File: src/rtl/oai21_arc_seq.sv
// rtl/oai21_arc_seq.sv - timing-arc stimulus sequencer and checker for one OAI21 cell
//
// Walks the five timing arcs of an OAI21 cell (ZN = ~(A & (B1|B2))), rise then
// fall for each, giving ten steps. Every step has a PRE phase that holds the
// sensitizing vector and a POST phase after one input edge. ZN is sampled at
// the end of each phase and compared with the ideal cell response. Failing
// steps are recorded in a mask and a saturating counter.
//
// Ports
//   ck_i         clock, rising edge
//   rst_i        asynchronous reset, active-high
//   start_i      start request, honoured only while idle
//   zn_i         output of the cell under test
//   a_o          drive to cell pin A
//   b1_o         drive to cell pin B1
//   b2_o         drive to cell pin B2
//   busy_o       high from start acceptance through the done cycle
//   done_o       one-cycle pulse at the end of the sequence
//   step_o       current step 0..9 (arc = step>>1, step[0]: 0 rise, 1 fall)
//   fail_cnt_o   number of failed steps, saturating
//   fail_mask_o  bit n set when step n failed
//
// Parameters
//   SETTLE       cycles each phase is held before ZN is sampled (>=1)
//   CNT_W        width of fail_cnt_o (>=1)

module oai21_arc_seq #(
  parameter int SETTLE = 4,
  parameter int CNT_W  = 4
) (
  input  logic             ck_i,
  input  logic             rst_i,
  input  logic             start_i,
  input  logic             zn_i,
  output logic             a_o,
  output logic             b1_o,
  output logic             b2_o,
  output logic             busy_o,
  output logic             done_o,
  output logic [3:0]       step_o,
  output logic [CNT_W-1:0] fail_cnt_o,
  output logic [9:0]       fail_mask_o
);

  // Phase timer is loaded with SETTLE-1 and counts down to 0, so every
  // phase occupies exactly SETTLE cycles.
  localparam int              TW        = (SETTLE > 1) ? $clog2(SETTLE) : 1;
  localparam logic [TW-1:0]   TMR_LOAD  = TW'(SETTLE - 1);
  localparam logic [3:0]      LAST_STEP = 4'd9;
  localparam logic [CNT_W-1:0] CNT_MAX  = '1;

  typedef enum logic [1:0] {
    S_IDLE,
    S_PRE,
    S_POST,
    S_FIN
  } state_t;

  state_t           state_q;
  logic [TW-1:0]    tmr_q;
  logic             a_q;
  logic             b1_q;
  logic             b2_q;
  logic             busy_q;
  logic             done_q;
  logic [3:0]       step_q;
  logic [CNT_W-1:0] fail_cnt_q;
  logic [9:0]       fail_mask_q;
  logic             pre_fail_q;

  logic [3:0]       step_d;
  logic             zn_exp;
  logic             zn_bad;
  logic             step_fail;
  logic [9:0]       step_bit;
  logic [2:0]       post_vec;
  logic [2:0]       next_pre_vec;

  // Drive vector {A,B1,B2} for a step. The toggling pin sits at 0 before a
  // rise edge and at 1 before a fall edge; the other two pins hold the
  // sensitizing values for that arc.
  function automatic logic [2:0] vec_f(input logic [3:0] step, input logic post);
    logic       lvl;
    logic [2:0] v;
    lvl = post ^ step[0];
    case (step[3:1])
      3'd0:    v = {lvl, 1'b0, 1'b1};
      3'd1:    v = {lvl, 1'b1, 1'b0};
      3'd2:    v = {lvl, 1'b1, 1'b1};
      3'd3:    v = {1'b1, lvl, 1'b0};
      3'd4:    v = {1'b1, 1'b0, lvl};
      default: v = 3'b000;
    endcase
    return v;
  endfunction

  // The expected ZN is the ideal cell evaluated on the vector currently
  // being driven, which is the same vector the cell has been settling on.
  always_comb begin
    zn_exp       = ~(a_q & (b1_q | b2_q));
    zn_bad       = (zn_i != zn_exp);
    step_fail    = pre_fail_q | zn_bad;
    step_d       = step_q + 4'd1;
    step_bit     = 10'(1) << step_q;
    post_vec     = vec_f(step_q, 1'b1);
    next_pre_vec = vec_f(step_d, 1'b0);
  end

  always_ff @(posedge ck_i or posedge rst_i) begin
    if (rst_i) begin
      state_q     <= S_IDLE;
      tmr_q       <= '0;
      a_q         <= 1'b0;
      b1_q        <= 1'b0;
      b2_q        <= 1'b0;
      busy_q      <= 1'b0;
      done_q      <= 1'b0;
      step_q      <= 4'd0;
      fail_cnt_q  <= '0;
      fail_mask_q <= '0;
      pre_fail_q  <= 1'b0;
    end else begin
      case (state_q)
        S_IDLE: begin
          {a_q, b1_q, b2_q} <= 3'b000;
          step_q            <= 4'd0;
          done_q            <= 1'b0;
          busy_q            <= 1'b0;
          if (start_i) begin
            // Results of the previous run are kept until this point.
            fail_cnt_q        <= '0;
            fail_mask_q       <= '0;
            pre_fail_q        <= 1'b0;
            {a_q, b1_q, b2_q} <= vec_f(4'd0, 1'b0);
            tmr_q             <= TMR_LOAD;
            busy_q            <= 1'b1;
            state_q           <= S_PRE;
          end
        end

        S_PRE: begin
          if (tmr_q != '0) begin
            tmr_q <= tmr_q - TW'(1);
          end else begin
            pre_fail_q        <= zn_bad;
            {a_q, b1_q, b2_q} <= post_vec;
            tmr_q             <= TMR_LOAD;
            state_q           <= S_POST;
          end
        end

        S_POST: begin
          if (tmr_q != '0) begin
            tmr_q <= tmr_q - TW'(1);
          end else begin
            // A step is logged once, whichever phase (or both) failed.
            if (step_fail) begin
              fail_mask_q <= fail_mask_q | step_bit;
              if (fail_cnt_q != CNT_MAX) begin
                fail_cnt_q <= fail_cnt_q + CNT_W'(1);
              end
            end
            pre_fail_q <= 1'b0;
            if (step_q == LAST_STEP) begin
              {a_q, b1_q, b2_q} <= 3'b000;
              done_q            <= 1'b1;
              state_q           <= S_FIN;
            end else begin
              step_q            <= step_d;
              {a_q, b1_q, b2_q} <= next_pre_vec;
              tmr_q             <= TMR_LOAD;
              state_q           <= S_PRE;
            end
          end
        end

        S_FIN: begin
          // Single done cycle; start requests seen here are dropped.
          done_q  <= 1'b0;
          busy_q  <= 1'b0;
          step_q  <= 4'd0;
          state_q <= S_IDLE;
        end

        default: begin
          state_q <= S_IDLE;
        end
      endcase
    end
  end

  assign a_o         = a_q;
  assign b1_o        = b1_q;
  assign b2_o        = b2_q;
  assign busy_o      = busy_q;
  assign done_o      = done_q;
  assign step_o      = step_q;
  assign fail_cnt_o  = fail_cnt_q;
  assign fail_mask_o = fail_mask_q;

endmodule
File: config.mk
export PLATFORM = sky130hd
export DESIGN_NAME = oai21_arc_seq
export DESIGN_NICKNAME = d
export VERILOG_FILES = /design/src/rtl/oai21_arc_seq.sv
export SDC_FILE = /design/constraint.sdc
export NUM_CORES = 1
export LEC_CHECK = 0
export BUFFER_PORTS_ARGS = -buffer_cell sky130_fd_sc_hd__buf_2
export CAP_MARGIN = 20
export CORE_MARGIN = 4
export CORE_UTILIZATION = 35
export DETAILED_ROUTE_END_ITERATION = 10
export GPL_ROUTABILITY_DRIVEN = 0
export GPL_TIMING_DRIVEN = 0
export PLACE_DENSITY = 0.65
export REMOVE_ABC_BUFFERS = 1
export SYNTH_ARGS = -nofsm -noshare
export SYNTH_HDL_FRONTEND = slang
export SYNTH_SLANG_ARGS = --single-unit
File: constraint.sdc
create_clock -name ck_i -period 2.5 [get_ports ck_i]
set_input_delay 0.25 -clock ck_i [delete_from_list [all_inputs] [get_ports ck_i]]
set_output_delay 0.25 -clock ck_i [all_outputs]
set_load 0.1 [all_outputs]
==> metrics.csv, run 1 <==
metric;value;unit
routed_wl;4.09;mm
cp_slowest_cell;ha_1;
seqPwrFrac;0.473;
fin_crit_sh;0.889;
arrival;2440;ps
grt_max_degree;23;
synth_area_leaders;dfrtp_1, ha_1, nand2_1;
tns;0;ps
setup_viol;0;
critPathMaxStageDelay;620;ps
die_y;79.9;microns
pre_cts_ws;306;ps
die_w;79.9;microns
ys_dominant_reg_cell;dfrtp_1;
cap_violations;0;
grt_pass1_vias;1431;
whs;308;ps
synth_edf_count;0;
worst_setup_path_end_kind;flop;
pwr-share-clk;0.271;
leakagePower;0.948;nW
grt_first_pass_wirelength;7.04;mm
sw_frac_of_total;0.371;
hpwl;2.96;mm
crit_path_start_kind;flop;
route.detailed.drc;0;
crit_chain;inv_1 > ha_1 > nand2_1 > o22a_4 > or4_1 > nand3_1;
fp.dieArea;6390;sq um
gr-total-overflow;0;
start_util;0.371;
portBuffers;26;
insertion_delay;280;ps
cts-root-buf;clkbuf_8;
syn_area_per_cell;9.44;sq um
required;2720;ps
p_per_area;524;nW/um^2
fp-row-count;25;
status;complete, no violations;
power;1.06;mW
ys_seq_elements;28;
layout.nets;231;
synth_top_area_frac;0.387;
hp-class;input port to flop;
numClockSinks;28;
dr.first_iter.drc_count;125;
antenna_found_initial;0;
track_usage;0.136;
async_reset_ff_frac;1.00;
crit_family;simple AND/OR/NAND/NOR gates;
synth_common_cells;dfrtp_1, nand2_1, ha_1, nor2_1;
worstSetupPathType;flop to flop;
p_int;0.670;mW
syn_inst;192;
min_period;2220;ps
avgRoutedWirePerCell;14.5;microns
power.switching;0.395;mW
netlist_area;1810;sq um
tightest_slew;715;ps
coreArea;4880;sq um
yosysWarnings;0;
rsz0062_at_grt;false;
slew_violations;0;
cp_num_buf_inv;1;
yosysUniqueCellTypes;51;
cts_buffers;3;
relSlewSlack;0.523;
drtAntennaViolNets;0;
cts_tree;done;
yosysMostFrequentCell;dfrtp_1;
max-vdd-ir-drop;0.305;mV
n_antenna_cell;0;
synth_largest_area_cell;dfrtp_1;
max_freq;450;MHz
reg2reg_from;state_q[0]$_DFFE_PP0P_;
io_pins;27;
crit_start;state_q[0]$_DFFE_PP0P_;
cts.path.max_buffers;2;
fin_skew;1.74;ps
htreeDepth;1;
clk_pin_slew;100;ps
fin_ws;277;ps
combPwrFrac;0.256;
yosysSeqAreaShare;0.387;
finalHoldViolations;0;
area.growth.synth_to_final;12.2;%
drtPass1Iterations;4;
vias_per_cell;5.33;
crit_fanout;20;
vias;1498;
hold_start;start_i;
finish.utilization;0.416;
drive_gt1_frac;0.178;
## through the flow
step	std cells	area, sq um
floorplan	182	1730
global placement	275	1940
detailed placement	276	1970
CTS	281	2030
global route	281	2030
finish	281	2030
## area by class of cell
cell class                 instances  area (sq um)
clock buffer                       4          55.1
fill                             513          2850
inverter                           9          33.8
multi-input combinational        145           991
sequential                        28           701
tap                               67          83.8
timing repair buffer              28           168
## layout by cell type (no fill, tap or decap), types with 2 or more instances in the layout
cell type  Yosys  final
o41ai_1        2      2
a32o_1         3      3
o211ai_1       3      3
clkbuf_8       3      4
xor2_1         2      2
ha_1          12     12
or4_1          2      2
a22o_1         6      6
o2111ai_1      2      2
a21oi_1        5      5
o21ai_0        9      9
nand2_1       26     26
dfrtp_1       28     28
nand3_1        6      6
nor3_1         3      3
a31oi_1        4      4
buf_2          0     26
nor3b_1        2      2
nor2_1        12     12
nor2b_1        6      6
o31ai_1        4      4
nand4_1        3      3
nand2b_1       5      5
and3_1         3      3
inv_1          9      9
a211oi_1       2      2
## worst paths after layout
| check | to | slack [ps] | depth (start not counted) |
|---|---|---|---|
| worst max-delay path | step_o[3]$_DFFE_PP0P_ | 280 | 6 |
| worst min-delay path | busy_o$_DFFE_PP0N_ | 310 | 3 |
| worst max register to register | step_o[3]$_DFFE_PP0P_ | 280 | 6 |
| worst min register to register | fail_mask_o[1]$_DFFE_PP0P_ | 490 | 2 |
| max in group asynchronous | pre_fail_q$_DFFE_PP0P_ | 1610 | 4 |
| min in group asynchronous | fail_cnt_o[1]$_DFFE_PP0P_ | 460 | 3 |
## cells by family (layout without fill, tap and decap cells)
kind of cell,count (synthesis),in the layout,synth area share
adders and majority gates,12,12,0.0829
buffers and inverters,19,41,0.0663
DFF,28,28,0.387
xor gates and xnor gates,3,3,0.0145
muxes,3,3,0.0200
and+or+nand+nor,78,78,0.227
AOI/OAI and AO/OA,49,49,0.202
## state kept, by name (all words and copies together), names as in the netlist
register,flops
a_o,1
b1_o,1
b2_o,1
busy_o,1
done_o,1
fail_cnt_o,4
fail_mask_o,10
pre_fail_q,1
state_q,2
step_o,4
tmr_q,2
## power groups by stage
stage          Combinational [mW]  Sequential (mW)  Clock (mW)
5_1_grt                     0.286            0.509       0.317
2_1_floorplan              0.0562            0.675           0
3_5_place_dp                0.273            0.513           0
3_3_place_gp                0.266            0.511           0
4_1_cts                     0.275            0.504       0.300
6_report                    0.272            0.504       0.289
## worst min-delay path, delay by kind of cell
family                 cells  cell delay [ps]
buffers and inverters      1              160
AO/OA/AOI/OAI              1               70
AND/OR/NAND/NOR            1               70
## repair_timing
item                                   in CTS  in global routing
hold buffers                                1                  0
setup endpoints to repair                   0                  0
setup buffers                               0                  0
gates resized for setup                     0                  0
endpoints found under the hold margin       6                  0
## routing by layer
| layer | vias up | wire length [microns] | track usage |
|---|---|---|---|
| met4 | 0 | 24 | 0.0253 |
| met3 | 2 | 192 | 0.0237 |
| li1 | 746 | - | - |
| met2 | 40 | 1840 | 0.213 |
| met1 | 710 | 2030 | 0.198 |
| met5 | - | 0 | 0 |
Power figures use the tool's default switching activity.
==> run 2, diff against run 1 <==
PLACE_DENSITY = not set   (was 0.65)
==> run 2 against run 1 <==
  * Sequential power is essentially flat
  * Via count shrank 1.6%
  * Total power rose by 6.7%
  * Worst hold slack worse by 4.3 ps
  * Combinational power barely moved
==> metrics.csv, run 2 (synthesis gave the netlist of run 1 again) <==
metric;value;unit
post_cts_resized;0;
track_usage;0.134;
n_antenna_cell;0;
fp.dieArea;6390;sq um
leakagePower;0.955;nW
layout_commonest_cell;dfrtp_1;
place_inst;276;
fp-row-count;25;
multiInputGateArea;991;sq um
max_freq;456;MHz
worstSetupPathType;flop to flop;
hp-class;input port to flop;
crit_path_start_kind;flop;
largest_reg_flops;10;
fill_cells;516;
insertion_delay;280;ps
pre_cts_ws;342;ps
finish.utilization;0.420;
antenna_found_initial;0;
htreeDepth;1;
max-vdd-ir-drop;0.319;mV
clk_pin_slew;100;ps
drive_gt1_frac;0.178;
drtAntennaViolNets;0;
regArea;701;sq um
final_cells;281;
required;2720;ps
grt_max_degree;23;
setup_viol;0;
regToRegSetupSlack;310;ps
mostFrequentLayoutCells;dfrtp_1, nand2_1, buf_2;
die_y;79.9;microns
grt_first_pass_wirelength;6.92;mm
min_period;2190;ps
drtPass1Iterations;4;
cts.path.max_buffers;2;
relSlewSlack;0.547;
cts_tree;done;
rsz0062_at_grt;false;
portBuffers;26;
cts_buffers;3;
cts-root-buf;clkbuf_8;
vias;1474;
routed_wl;4.02;mm
p_per_area;555;nW/um^2
arrival;2420;ps
io_pins;27;
hpwl;2.88;mm
fin_ws;305;ps
start_util;0.371;
tightest_slew;679;ps
area.growth.synth_to_final;13.1;%
layout.nets;231;
vias_per_cell;5.25;
coreArea;4880;sq um
numClockSinks;28;
route.detailed.drc;0;
die_w;79.9;microns
cap_violations;0;
finalHoldViolations;0;
grt_pass1_vias;1450;
worst_setup_path_end_kind;flop;
gr-total-overflow;0;
fin_crit_sh;0.878;
avgRoutedWirePerCell;14.3;microns
fin_skew;6.30;ps
slew_violations;0;
power;1.14;mW
crit_fanout;20;
dr.first_iter.drc_count;84;
status;complete, no violations;
## run 2: changes by cell type in the layout (fill, tap and decap cells not counted)
cell,change
bufinv_16,+1
clkbuf_8,-1
## run 2: routing by layer
metal | vias to the layer above | share of wire | global-route usage | wire [microns]
li1 | 751 | - | - | -
met1 | 692 | 0.52 | 0.195 | 2070
met2 | 29 | 0.43 | 0.204 | 1740
met3 | 2 | 0.044 | 0.0305 | 178
met4 | 0 | 0.0060 | 0.0270 | 24
met5 | - | 0 | 0 | 0
## run 2: critical path, stage by stage, from the launching register on
cell	delay, ps
dfrtp_1	440
inv_1	100
ha_1	600
nand2_1	180
o22a_4	260
or4_1	470
nand3_1	90
## run 2: area by class of cell
cell class,instances,share of cell area
Multi-Input combinational cell,145,0.484
Inverter,9,0.0165
Timing Repair Buffer,28,0.0819
Clock buffer,3,0.0202
Tap cell,67,0.0409
Sequential cell,28,0.342
Clock inverter,1,0.0147
## run 2: worst paths after layout
check,start,end,depth (start not counted)
setup / recovery,state_q[0]$_DFFE_PP0P_,step_o[3]$_DFFE_PP0P_,6
hold / removal,start_i,busy_o$_DFFE_PP0N_,3
setup reg to reg,state_q[0]$_DFFE_PP0P_,step_o[3]$_DFFE_PP0P_,6
hold reg to reg,fail_mask_o[1]$_DFFE_PP0P_,fail_mask_o[1]$_DFFE_PP0P_,2
max in group asynchronous,rst_i,step_o[2]$_DFFE_PP0P_,4
min in group asynchronous,rst_i,fail_cnt_o[1]$_DFFE_PP0P_,3
## run 2: power breakdown
| part | internal, mW | leakage (nW) | switching (mW) |
|---|---|---|---|
| combinational | 0.0536 | 0.587 | 0.218 |
| clock | 0.214 | 0.0357 | 0.146 |
| sequential | 0.475 | 0.331 | 0.0287 |
## run 2: timing repair
item	CTS	global route
hold buffers	1	0
buffers inserted	0	0
endpoints found under the hold margin	6	0
## run 2: stage by stage
step	area, sq um	hold WS [ps]	TNS, ps
floorplan	1730	315	-57.1
global placement	1940	468	0
detailed placement	1970	233	0
CTS	2050	296	0
global route	2050	382	0
finish	2050	304	0
==> run 3, diff against run 2 <==
PLACE_DENSITY_LB_ADDON = 0.12   (was not set)
==> run 3 against run 2 <==
  * Cell area fell by 2.0%
  * Via count rose by 4.5%
  * Combinational power barely moved
  * Sequential power barely moved
  * Worst hold slack got worse by 270 ps
  * Critical path depth did not move
  * Clock skew fell by 3.9 ps
  * Sequential share of layout area rose by 0.68 points
  * Maximum frequency fell by 3.0%
  * Die area did not move
  * Count of clock-buffer cells in the layout did not move
  * Critical endpoint unchanged
==> metrics.csv, run 3 (synthesis gave the netlist of run 1 again) <==
metric;value;unit
critPathMaxStageDelay;630;ps
crit_path_start_kind;flop;
antenna_found_initial;0;
layout.nets;230;
numClockSinks;28;
layout_commonest_cell;dfrtp_1;
finish.utilization;0.412;
setup_viol;0;
clk_pin_slew;90;ps
die_y;79.9;microns
cp_num_buf_inv;1;
fin_skew;2.36;ps
post_cts_resized;0;
die_w;79.9;microns
min_period;2260;ps
portBuffers;26;
top_usage_layer;met2;
cts.path.max_buffers;2;
fp.dieArea;6390;sq um
worstSetupPathType;flop to flop;
tns;0;ps
vias;1540;
grt_max_degree;29;
drtPass1Iterations;4;
coreArea;4880;sq um
insertion_delay;270;ps
crit_chain;inv_1 > ha_1 > nand2_1 > o22a_4 > or4_1 > nand3_1;
crit_family;simple AND/OR/NAND/NOR gates;
io_pins;27;
max_freq;442;MHz
htreeDepth;1;
cts_tree;done;
required;2710;ps
start_util;0.371;
worst_setup_path_end_kind;flop;
n_antenna_cell;0;
hp-class;input port to async pin;
gr-total-overflow;0;
power;1.02;mW
p_per_area;509;nW/um^2
crit_fanout;20;
avgRoutedWirePerCell;15.3;microns
slew_violations;0;
ctsHoldBuffers;0;
cap_violations;0;
fin_ws;238;ps
drtAntennaViolNets;0;
pre_cts_ws;262;ps
cts-root-buf;clkbuf_8;
max-vdd-ir-drop;0.349;mV
cts_buffers;3;
cts_setup_buffers;0;
leakagePower;0.936;nW
status;complete, no violations;
finalHoldViolations;0;
grtUsageMet3;0.0327;
area.growth.synth_to_final;10.8;%
whs;38.1;ps
grt_pass1_vias;1485;
hpwl;3.06;mm
track_usage;0.139;
grt_use_met2;0.225;
rsz0062_at_grt;false;
fin_crit_sh;0.905;
drive_gt1_frac;0.175;
cp_slowest_cell;ha_1;
met1_usage;0.184;
dr.first_iter.drc_count;62;
tightest_slew;726;ps
vias_per_cell;5.52;
largest_reg_flops;10;
grt_first_pass_wirelength;7.15;mm
regToRegSetupSlack;240;ps
mostFrequentLayoutCells;dfrtp_1, nand2_1, buf_2;
routed_wl;4.28;mm
relSlewSlack;0.516;
route.detailed.drc;0;
arrival;2480;ps
fp-row-count;25;
==> run 3: cell types whose count changed in the layout (fill, tap and decap cells not counted) <==
cell           change
bufinv_16          -1
dlygate4sd3_1      -1
==> run 3: path summary, 6_finish.rpt <==
kind / start / to / cells past startpoint
worst max-delay path: state_q[0]$_DFFE_PP0P_ / step_o[3]$_DFFE_PP0P_ / 6
worst min-delay path: rst_i / fail_cnt_o[3]$_DFFE_PP0P_ / 2
worst max register to register: state_q[0]$_DFFE_PP0P_ / step_o[3]$_DFFE_PP0P_ / 6
worst min register to register: fail_mask_o[5]$_DFFE_PP0P_ / fail_mask_o[5]$_DFFE_PP0P_ / 2
max in group asynchronous: rst_i / b1_o$_DFFE_PP0P_ / 3
min in group ck_i: start_i / busy_o$_DFFE_PP0N_ / 3
==> run 3: power breakdown <==
part | total (mW) | switching [mW] | leakage [nW] | internal (mW)
Sequential | 0.505 | 0.0298 | 0.331 | 0.475
Clock | 0.246 | 0.138 | 0.0216 | 0.108
Combinational | 0.270 | 0.218 | 0.583 | 0.0524
==> run 3: final cells by class <==
cell class                 count  area, sq um
timing repair buffer          27          158
clock buffer                   3         41.3
sequential                    28          701
multi-input combinational    145          991
inverter                       9         33.8
fill                         507         2870
tap                           67         83.8
==> run 3: per-stage QoR <==
stage / instance area [sq um] / instances
after detailed placement: 1940 / 275
after floorplan: 1730 / 182
after CTS: 1980 / 278
final: 2010 / 279
after global routing: 2010 / 279
after global placement: 1940 / 275
==> run 3: per-layer routing <==
metal	share of wire	routed length [microns]
met1	0.48	2060
met2	0.47	2010
met3	0.044	187
met4	0.0051	22
met5	0	0
